--- src/rtl/fnd_scan_controller_if.sv ---
// ============================================================================
//  Module   : fnd_scan_controller_if
//  Brief    : Display data and FND pin bundle for the 4-digit scan controller.
//  Revision : 1.0  initial release
// ============================================================================
`default_nettype none

interface fnd_scan_controller_if;
  logic        enable;
  logic [15:0] value;
  logic [3:0]  dp_in;
  logic        blank_lz;
  logic [7:0]  seg;
  logic [3:0]  com;
  logic        digit_tick;
  logic        frame_done;

  // Datapath side: supplies the number, observes the pins.
  modport master (
    output enable, value, dp_in, blank_lz,
    input  seg, com, digit_tick, frame_done
  );

  // Controller side.
  modport slave (
    input  enable, value, dp_in, blank_lz,
    output seg, com, digit_tick, frame_done
  );
endinterface

`default_nettype wire

--- src/rtl/fnd_scan_controller.sv ---
// ============================================================================
//  Module   : fnd_scan_controller
//  Brief    : Time-multiplexed scan of a 4-digit common-anode 7-segment display
//             with dead-time between digits and leading-zero blanking.
//  Revision : 1.0  initial release
// ============================================================================
`default_nettype none

module fnd_scan_controller #(
  parameter int REFRESH_DIV = 100000,
  parameter int DEAD_CYCLES = 2
) (
  input  wire                  clk,
  input  wire                  reset_p,
  fnd_scan_controller_if.slave bus
);

  // One counter times both SHOW and GAP, so size it for the longer of the two.
  localparam int MAX_CNT = (REFRESH_DIV > DEAD_CYCLES) ? REFRESH_DIV : DEAD_CYCLES;
  localparam int CW      = $clog2(MAX_CNT);
  localparam logic [CW-1:0] SHOW_LAST = CW'(REFRESH_DIV - 1);
  localparam logic [CW-1:0] GAP_LAST  = CW'(DEAD_CYCLES - 1);

  typedef enum logic [1:0] {
    IDLE = 2'd0,
    SHOW = 2'd1,
    GAP  = 2'd2
  } state_t;

  state_t        state, state_nx;
  logic [1:0]    idx, idx_nx;
  logic [CW-1:0] cnt, cnt_nx;
  logic [15:0]   shadow, shadow_nx;
  logic [3:0]    shadow_dp, shadow_dp_nx;
  logic          latch;

  logic [7:0]    seg_q, seg_nx;
  logic [3:0]    com_q, com_nx;
  logic          tick_q, tick_nx;
  logic          done_q, done_nx;
  logic [3:0]    nibble;
  logic          blank;

  // Active-low hex decode, segment order g..a.
  function automatic logic [6:0] decode(input logic [3:0] h);
    case (h)
      4'h0: decode = 7'h40;  4'h1: decode = 7'h79;
      4'h2: decode = 7'h24;  4'h3: decode = 7'h30;
      4'h4: decode = 7'h19;  4'h5: decode = 7'h12;
      4'h6: decode = 7'h02;  4'h7: decode = 7'h58;
      4'h8: decode = 7'h00;  4'h9: decode = 7'h10;
      4'hA: decode = 7'h08;  4'hB: decode = 7'h03;
      4'hC: decode = 7'h46;  4'hD: decode = 7'h21;
      4'hE: decode = 7'h06;  default: decode = 7'h0E;
    endcase
  endfunction

  // Next-state, counters and shadow latch; enable low forces everything back to IDLE.
  always_comb begin
    state_nx = state;
    idx_nx   = idx;
    cnt_nx   = cnt;
    latch    = 1'b0;
    if (!bus.enable) begin
      state_nx = IDLE;
      idx_nx   = 2'd0;
      cnt_nx   = '0;
    end else begin
      case (state)
        IDLE: begin
          state_nx = SHOW;
          idx_nx   = 2'd0;
          cnt_nx   = '0;
          latch    = 1'b1;
        end
        SHOW: begin
          if (cnt == SHOW_LAST) begin
            state_nx = GAP;
            idx_nx   = idx + 2'd1;
            cnt_nx   = '0;
          end else begin
            cnt_nx   = cnt + CW'(1);
          end
        end
        GAP: begin
          if (cnt == GAP_LAST) begin
            state_nx = SHOW;
            cnt_nx   = '0;
            // New frame only ever starts here, so the display cannot tear mid-frame.
            latch    = (idx == 2'd0);
          end else begin
            cnt_nx   = cnt + CW'(1);
          end
        end
        default: begin
          state_nx = IDLE;
          idx_nx   = 2'd0;
          cnt_nx   = '0;
        end
      endcase
    end
    shadow_nx    = latch ? bus.value : shadow;
    shadow_dp_nx = latch ? bus.dp_in : shadow_dp;
  end

  // Output values for the upcoming cycle, derived from next-state so the pins line up with it.
  always_comb begin
    com_nx  = 4'b1111;
    seg_nx  = 8'hFF;
    tick_nx = 1'b0;
    done_nx = 1'b0;
    nibble  = shadow_nx[{idx_nx, 2'b00} +: 4];
    blank   = bus.blank_lz && (idx_nx != 2'd0) &&
              ((shadow_nx >> {idx_nx, 2'b00}) == 16'h0000);
    if (state_nx == SHOW) begin
      com_nx  = ~(4'b0001 << idx_nx);
      seg_nx  = {~shadow_dp_nx[idx_nx], blank ? 7'h7F : decode(nibble)};
      tick_nx = (cnt_nx == '0);
      done_nx = (cnt_nx == SHOW_LAST) && (idx_nx == 2'd3);
    end
  end

  // State, shadow and output registers.
  always_ff @(posedge clk or posedge reset_p) begin
    if (reset_p) begin
      state     <= IDLE;
      idx       <= 2'd0;
      cnt       <= '0;
      shadow    <= 16'h0000;
      shadow_dp <= 4'b0000;
      seg_q     <= 8'hFF;
      com_q     <= 4'b1111;
      tick_q    <= 1'b0;
      done_q    <= 1'b0;
    end else begin
      state     <= state_nx;
      idx       <= idx_nx;
      cnt       <= cnt_nx;
      shadow    <= shadow_nx;
      shadow_dp <= shadow_dp_nx;
      seg_q     <= seg_nx;
      com_q     <= com_nx;
      tick_q    <= tick_nx;
      done_q    <= done_nx;
    end
  end

  assign bus.seg        = seg_q;
  assign bus.com        = com_q;
  assign bus.digit_tick = tick_q;
  assign bus.frame_done = done_q;

endmodule

`default_nettype wire
--- src/flat_wrapper.sv ---
// flat-port wrapper written by rule: the top's interface ports become plain ports
module fnd_scan_controller_flat 
#(
  parameter int REFRESH_DIV = 100000,
  parameter int DEAD_CYCLES = 2
)
  (clk, reset_p, bus_enable, bus_value, bus_dp_in, bus_blank_lz, bus_seg, bus_com, bus_digit_tick, bus_frame_done);
  fnd_scan_controller_if bus_i ();
  input  wire clk;
  input  wire reset_p;
  input wire logic [$bits(bus_i.enable)-1:0] bus_enable;
  input wire logic [$bits(bus_i.value)-1:0] bus_value;
  input wire logic [$bits(bus_i.dp_in)-1:0] bus_dp_in;
  input wire logic [$bits(bus_i.blank_lz)-1:0] bus_blank_lz;
  output wire logic [$bits(bus_i.seg)-1:0] bus_seg;
  output wire logic [$bits(bus_i.com)-1:0] bus_com;
  output wire logic [$bits(bus_i.digit_tick)-1:0] bus_digit_tick;
  output wire logic [$bits(bus_i.frame_done)-1:0] bus_frame_done;
  assign bus_i.enable = bus_enable;
  assign bus_i.value = bus_value;
  assign bus_i.dp_in = bus_dp_in;
  assign bus_i.blank_lz = bus_blank_lz;
  assign bus_seg = bus_i.seg;
  assign bus_com = bus_i.com;
  assign bus_digit_tick = bus_i.digit_tick;
  assign bus_frame_done = bus_i.frame_done;
  fnd_scan_controller #(.REFRESH_DIV(REFRESH_DIV), .DEAD_CYCLES(DEAD_CYCLES)) u_core (.clk(clk), .reset_p(reset_p), .bus(bus_i));
endmodule
--- config.mk ---
export PLATFORM = sky130hd
export DESIGN_NAME = fnd_scan_controller_flat
export DESIGN_NICKNAME = d
export VERILOG_FILES = /design/src/rtl/fnd_scan_controller_if.sv /design/src/rtl/fnd_scan_controller.sv /design/src/flat_wrapper.sv
export SDC_FILE = /design/constraint.sdc
export NUM_CORES = 1
export LEC_CHECK = 0
export ABC_AREA = 1
export BUFFER_PORTS_ARGS = -buffer_cell sky130_fd_sc_hd__buf_2
export CAP_MARGIN = 15
export CORE_MARGIN = 5
export CORE_UTILIZATION = 25
export CTS_CLUSTER_SIZE = 30
export DETAILED_ROUTE_END_ITERATION = 8
export GPL_TIMING_DRIVEN = 0
export SKIP_CTS_REPAIR_TIMING = 1
export SYNTH_ARGS = -nofsm -noshare
export SYNTH_HDL_FRONTEND = slang
export SYNTH_SLANG_ARGS = --single-unit
--- constraint.sdc ---
create_clock -name clk -period 2.9 [get_ports clk]
set_input_delay 0.145 -clock clk [delete_from_list [all_inputs] [get_ports clk]]
set_output_delay 0.145 -clock clk [all_outputs]
set_load 0.005 [all_outputs]
# ---- Word-level counts from Yosys, hierarchy flattened
# Memory sizes are Yosys's and may differ from the RTL's.
# Cells that the tools add are included.
dict set report word_totals {
  reg_bits 55
  latchBits 0
  ramBits 0
  rom_bits 112
  in_bits 24
  output_inout_bits 14
  elab_cells 56
  memories 1
}
# memory words width rd rd_ports_with_merged_regs write_ports line_no
set mem_list {}
lappend mem_list {{(name not given)} 16 7 1 0 0 fnd_scan_controller.sv:46} ;# case (h)
dict set report op_classes {
  addsub 2
  n_mul 0
  div 0
  n_lt_le_gt_ge 1
  eq_ne 7
  shift 3
  mux 23
  bitwise 2
  reduce_logical 8
}
# op n
set ops {}
lappend ops {{2-to-1 mux 17 bit} 3}
lappend ops {{== test 17 bit (second input constant)} 2}
lappend ops {{one-hot mux 17 bit (2 select lines)} 1}
lappend ops {{adder 17 x 1 -> 17 bit (second input constant)} 1}
lappend ops {{== test 17 x 1 -> 1 bit (second input constant)} 1}
lappend ops {{logical NOT 17 bit} 1}
lappend ops {{logical NOT 16 bit} 1}
lappend ops {{2-to-1 mux 16 bit} 1}
lappend ops {{indexed part select 16 x 5 -> 4 bit} 1}
lappend ops {{>> shifter 16 x 4 -> 16 bit} 1}
lappend ops {{2-to-1 mux 2 bit} 5}
lappend ops {{2-to-1 mux 4 bit} 2}
lappend ops {{2-to-1 mux 8 bit} 1}
lappend ops {{2-to-1 mux 7 bit} 1}
lappend ops {{one-hot mux 2 bit (3 select lines)} 1}
lappend ops {{2-to-1 mux 1 bit} 5}
lappend ops {{== test 2 x 1 -> 1 bit (second input constant)} 2}
lappend ops {{== test 2 bit (second input constant)} 2}
lappend ops {{logical NOT 2 bit} 2}
lappend ops {{inverter 4 bit} 1}
lappend ops {{one-hot mux 2 bit (2 select lines)} 1}
lappend ops {{<< shifter 1 x 2 -> 4 bit (first input constant)} 1}
lappend ops {{logical AND 1 bit} 3}
lappend ops {{less-than comparator 2 x 3 -> 1 bit (second input constant)} 1}
lappend ops {{other kinds (5)} 5}

# ---- Logic depth before layout (Yosys ltp)
dict set report depth {
  depth_word 10
  mapped_depth 26
  depth_no_buf 25
}

# ---- Least setup slack after synthesis
# Ideal clock, no wire load.
dict set report synth_path {
  kind {register to register}
  from {reg u_core.cnt[0]}
  to {reg u_core.seg_q[4], in the netlist u_core.bus.seg[4]}
  setup_time_ns 0.060
  arrival_time_ns 2.617
  slack_ns 0.223
  stages_incl_launch_ff 27
  period_less_slack_ns 2.677
  path_cell_list {dfrtp_1 > ha_1 > nand2_1 > inv_1 > nand2_1 > nor2_1 > nand2_1 > nand2_2 > nand2_1 > nand2_1 > nand2_1 > nand2_2 > buf_4 > nand2_1 > inv_1 > nand2_1 > nand3_1 > inv_1 > ha_1 > nand2_1 > a21oi_1 > nand3_1 > nor2_1 > nand3_1 > nand2_1 > inv_2 > nand2_1}
}
dict set report synth_between {
  elab_chain_cells 10
  elab_cells_between_ends 23
  cone_classes {eq/ne: 3; shift: 2; mux: 13; reduce/logical: 4; memory: 1}
}
# element line_no
set synth_rtl {}
lappend synth_rtl {{from (decl)} fnd_scan_controller.sv:32} ;# logic [CW-1:0] cnt, cnt_nx;
lappend synth_rtl {{from (signal assigned)} fnd_scan_controller.sv:138} ;# cnt <= cnt_nx;
lappend synth_rtl {{parallel branches: the longest is 9 deep, another holds memory (16 x 7 bit)} n/a}
lappend synth_rtl {{2-to-1 mux 8 bit (*)} fnd_scan_controller.sv:115} ;# if (state_nx == SHOW) begin
lappend synth_rtl {{net u_core.seg_nx[4]} fnd_scan_controller.sv:37} ;# logic [7:0] seg_q, seg_nx;
lappend synth_rtl {{to (signal assigned)} fnd_scan_controller.sv:141} ;# seg_q <= seg_nx;
lappend synth_rtl {{to (decl)} fnd_scan_controller.sv:37}
# Mark *: on every way through the listed nets, which the timed path passes.

# ---- Worst setup path in the final report
dict set report layout_path {
  from {reg u_core.cnt[0]}
  to {reg u_core.seg_q[1], in the netlist u_core.bus.seg[1]}
}
dict set report layout_between {
  elab_chain_cells 10
  elab_cells_between_ends 23
  cone_classes {eq/ne: 3; shift: 2; mux: 13; reduce/logical: 4; memory: 1}
}
# element line_no
set layout_rtl {}
lappend layout_rtl {{== test 17 x 1 -> 1 bit (*)} fnd_scan_controller.sv:86} ;# if (cnt == GAP_LAST) begin
lappend layout_rtl {{2-to-1 mux 1 bit (*)} fnd_scan_controller.sv:86}
lappend layout_rtl {{one-hot mux 1 bit (2 select lines) (*)} fnd_scan_controller.sv:69} ;# case (state)
lappend layout_rtl {{2-to-1 mux 1 bit (*)} fnd_scan_controller.sv:64} ;# if (!bus.enable) begin
lappend layout_rtl {{2-to-1 mux 16 bit (*)} fnd_scan_controller.sv:102} ;# shadow_nx = latch ? bus.value : shadow;
lappend layout_rtl {{net u_core.shadow_nx[4]} fnd_scan_controller.sv:33} ;# logic [15:0] shadow, shadow_nx;
lappend layout_rtl {{parallel branches: the longest is 3 deep, another holds memory (16 x 7 bit)} n/a}
lappend layout_rtl {{2-to-1 mux 7 bit (*)} fnd_scan_controller.sv:117} ;# seg_nx = {~shadow_dp_nx[idx_nx], blank ? 7'h7F : decode(nibble)};
lappend layout_rtl {{2-to-1 mux 8 bit (*)} fnd_scan_controller.sv:115}
lappend layout_rtl {{net u_core.seg_nx[1]} fnd_scan_controller.sv:37}
# Marked as above.

==> run_results.csv <==
group,metric,value,unit
place,io_buffers,37,
worst_setup_path,required,3.14,ns
pwr,p_leak,2.09,nW
synthesis,syn_inst,438,
final_layout,drive_gt1_frac,0.273,
worst_setup_path,path_max_fanout,8,
grt,grt_overflow,0,
die,die_h,124,µm
synthesis,yosys_warnings,0,
worst_setup_path,cp-start-kind,"flip-flop",
synthesis,synth_edf_count,0,
pwr,internal-power,0.00131,W
die,coreArea,12700,µm²
die,die_area,15400,µm²
route,drt-wirelength-per-cell,12.3,µm
sta,hold_viol,0,
synthesis,synth-seq-cells,55,
pwr,power,0.00184,W
final_layout,diodes,0,
clock_network,cts_tree,"done",
pwr,vdd_drop_max,0.212,mV
route,wl,8.36,mm
place,routabilityCongestion,0.893,
grt,grtUsageTotal,0.112,
worst_setup_path,end_kind,"flip-flop",
sta,rsz0062_at_grt,"yes",
worst_setup_path,r2r_slack,0.11,ns
final_layout,nFillCells,1364,
die,rows,41,
die,dieWidth,124,µm
grt,antenna_found_initial,0,
route,first_iter_violations,155,
clock_network,numClockSinks,55,
place,hpwl,6.13,mm
synthesis,ys_types,32,
clock_network,clk_pin_slew_worst_paths,0.08,ns
final_layout,fin_nets,545,
worst_setup_path,reg2reg_from,"u_core.cnt[0]",
route,vias,2991,
synthesis,ys_async_sr_fraction,1.00,
synthesis,synth_ff_type,"dfrtp_1",
pwr,p_sw,0.000526,W
sta,worstMarginPinSlew,0.487,ns
pwr,p_seq_frac,0.464,
die,ioPinCount,38,
pwr,pwr-share-clk,0.334,
worst_setup_path,endpoint,"u_core.bus.seg[1]",
route,first_pass_iters,4,
pwr,swShare,0.286,
synthesis,synth_area,3250,µm²
pwr,power_frac_comb,0.202,
clock_network,clock-root-buffer,"clkbuf_16",
sta,setup_slack,0.112,ns
grt,grt_pass1_vias,2922,
grt,grt_pass1_wl,13.7,mm
final_layout,layout_commonest_cell,"nand2_1",
worst_setup_path,path_class,"flip-flop to flip-flop",
hold_path,worstHoldPathType,"primary input to flip-flop",
sta,slew_viol_final,0,
grt,grt_max_degree,36,
run_status,status,"completed",
final_layout,syn_to_final_growth,27.4,%
sta,period_needed,2.79,ns
sta,skew,0.00772,ns
worst_setup_path,arrival,3.03,ns
sta,min_period_over_period,0.962,
job,maxCapViolations,0,
place,pre_cts_slack,-0.296,ns
sta,fmax,359,MHz
route,drtAntennaViolNets,0,
worst_setup_path,startpoint,"u_core.cnt[0]",
synthesis,synth_nets,475,
route,vias_per_cell,4.39,
synthesis,synth_area_per_cell,7.42,µm²
clock_network,clkLatencyLatePin,0.30,ns
pwr,p_per_area,444,nW/µm²
die,start_util,0.256,
sta,relSlewSlack,0.675,
final_layout,layout_common_cells,"nand2_1 (124), inv_1 (53), nor2_1 (50)",
clock_network,cts_max_path_buffers,2,
route,drc,0,
clock_network,htreeDepth,2,
sta,final-setup-viol-count,0,
worst_setup_path,r2r_end,"u_core.bus.seg[1]",
synthesis,ys_seq_area_frac,0.428,
worst_setup_path,r2r_cells,24,
clock_network,cts_buffers,5,
[cell usage after synthesis (4+ instances only)]
cell type	instances	area [µm²]
a21oi_1	9	45.0
buf_4	4	30.0
dfrtp_1	43	1080
dfstp_2	12	315
ha_1	13	163
inv_1	58	218
nand2_1	133	499
nand2_2	7	43.8
nand3_1	43	215
nand3b_1	7	52.6
nand4_1	5	31.3
nor2_1	52	195
nor2_2	4	25.0
nor3_1	10	50.1
o21ai_0	6	30.0
xnor2_1	4	35.0
[how the worst min path moves through the flow]
stage                       startpoint               end  slack [ns]  depth (start not counted)
after floorplan           bus_value[1]  u_core.shadow[1]        0.31                          2
after global placement    bus_value[4]  u_core.shadow[4]        0.42                          3
after detailed placement       reset_p    u_core.cnt[13]        0.19                          2
after CTS                      reset_p    u_core.cnt[13]       -0.13                          2
after global routing      bus_value[4]  u_core.shadow[4]        0.12                          3
final                     bus_value[0]  u_core.shadow[0]        0.11                          3
[worst max-delay path, stage by stage (launching register included)]
cell     delay, ns
dfrtp_1       0.40
buf_6         0.13
ha_4          0.14
nand3_4       0.09
nor2_4        0.13
nand3_2       0.10
nand2_4       0.13
nand2_8       0.08
buf_8         0.14
nand2_4       0.05
nand2_2       0.05
nand2_1       0.06
nand2_1       0.06
nand2_1       0.08
inv_1         0.05
nor2_2        0.15
ha_2          0.21
nand2_2       0.06
a21oi_2       0.10
nand3_1       0.09
nor2_1        0.13
nand3_2       0.10
nand2_1       0.09
inv_2         0.06
nand2_1       0.06
[area by class of cell]
type / instances / area (µm²) / share of cell area
multi-input cells: 312 / 1670 / 0.403
flip-flops and latches: 55 / 1390 / 0.336
repair buffers: 64 / 407 / 0.0982
inverters: 61 / 231 / 0.0559
well taps: 172 / 215 / 0.0520
clock buffers: 6 / 129 / 0.0311
plain buffers: 9 / 81.3 / 0.0196
clock inverters: 2 / 16.3 / 0.00393
[flip-flops by register name, summed over array words and instances, names as in the netlist, 2 cells and up]
register and count:
u_core.state 2, u_core.shadow 16, u_core.idx 2, u_core.bus.com 4, u_core.cnt 17, u_core.shadow_dp 4
u_core.bus.seg 8
[cell families after synthesis]
family | count (synthesis) | synth area share
adders and majority gates | 13 | 0.0501
muxes | 2 | 0.00693
xor gates and xnor gates | 6 | 0.0162
and+or+nand+nor | 269 | 0.367
buffers and inverters | 71 | 0.0944
AOI/OAI and AO/OA | 22 | 0.0374
DFF | 55 | 0.428
[power by group through the flow]
stage               Combinational [W]  Clock [W]  Sequential (W)
CTS                          0.000332   0.000631        0.000855
global route                 0.000427   0.000668        0.000860
detailed placement           0.000331          0        0.000869
floorplan                    0.000229          0        0.000869
global placement             0.000320          0        0.000868
finish                       0.000371   0.000614        0.000854
[through the flow]
stage / std cells / util / setup TNS, ns / hold slack, ns / cell area, µm²
after CTS: 656 / 0.301 / -1.95 / -0.128 / 3810
after detailed placement: 648 / 0.290 / -1.81 / 0.188 / 3670
after floorplan: 438 / - / 0 / 0.308 / 3250
after global placement: 647 / 0.288 / -1.52 / 0.421 / 3650
final: 681 / 0.327 / 0 / 0.108 / 4140
after global routing: 681 / 0.327 / -0.385 / 0.123 / 4140
[metal layers]
metal | GRT usage | vias to the layer above | wire length (µm)
met5 | 0 | - | 0
met4 | 0.0356 | 0 | 140
met3 | 0.0218 | 12 | 486
met2 | 0.199 | 73 | 4280
met1 | 0.137 | 1406 | 3460
li1 | - | 1500 | -
Note: power is estimated with default switching activity, not from simulation.
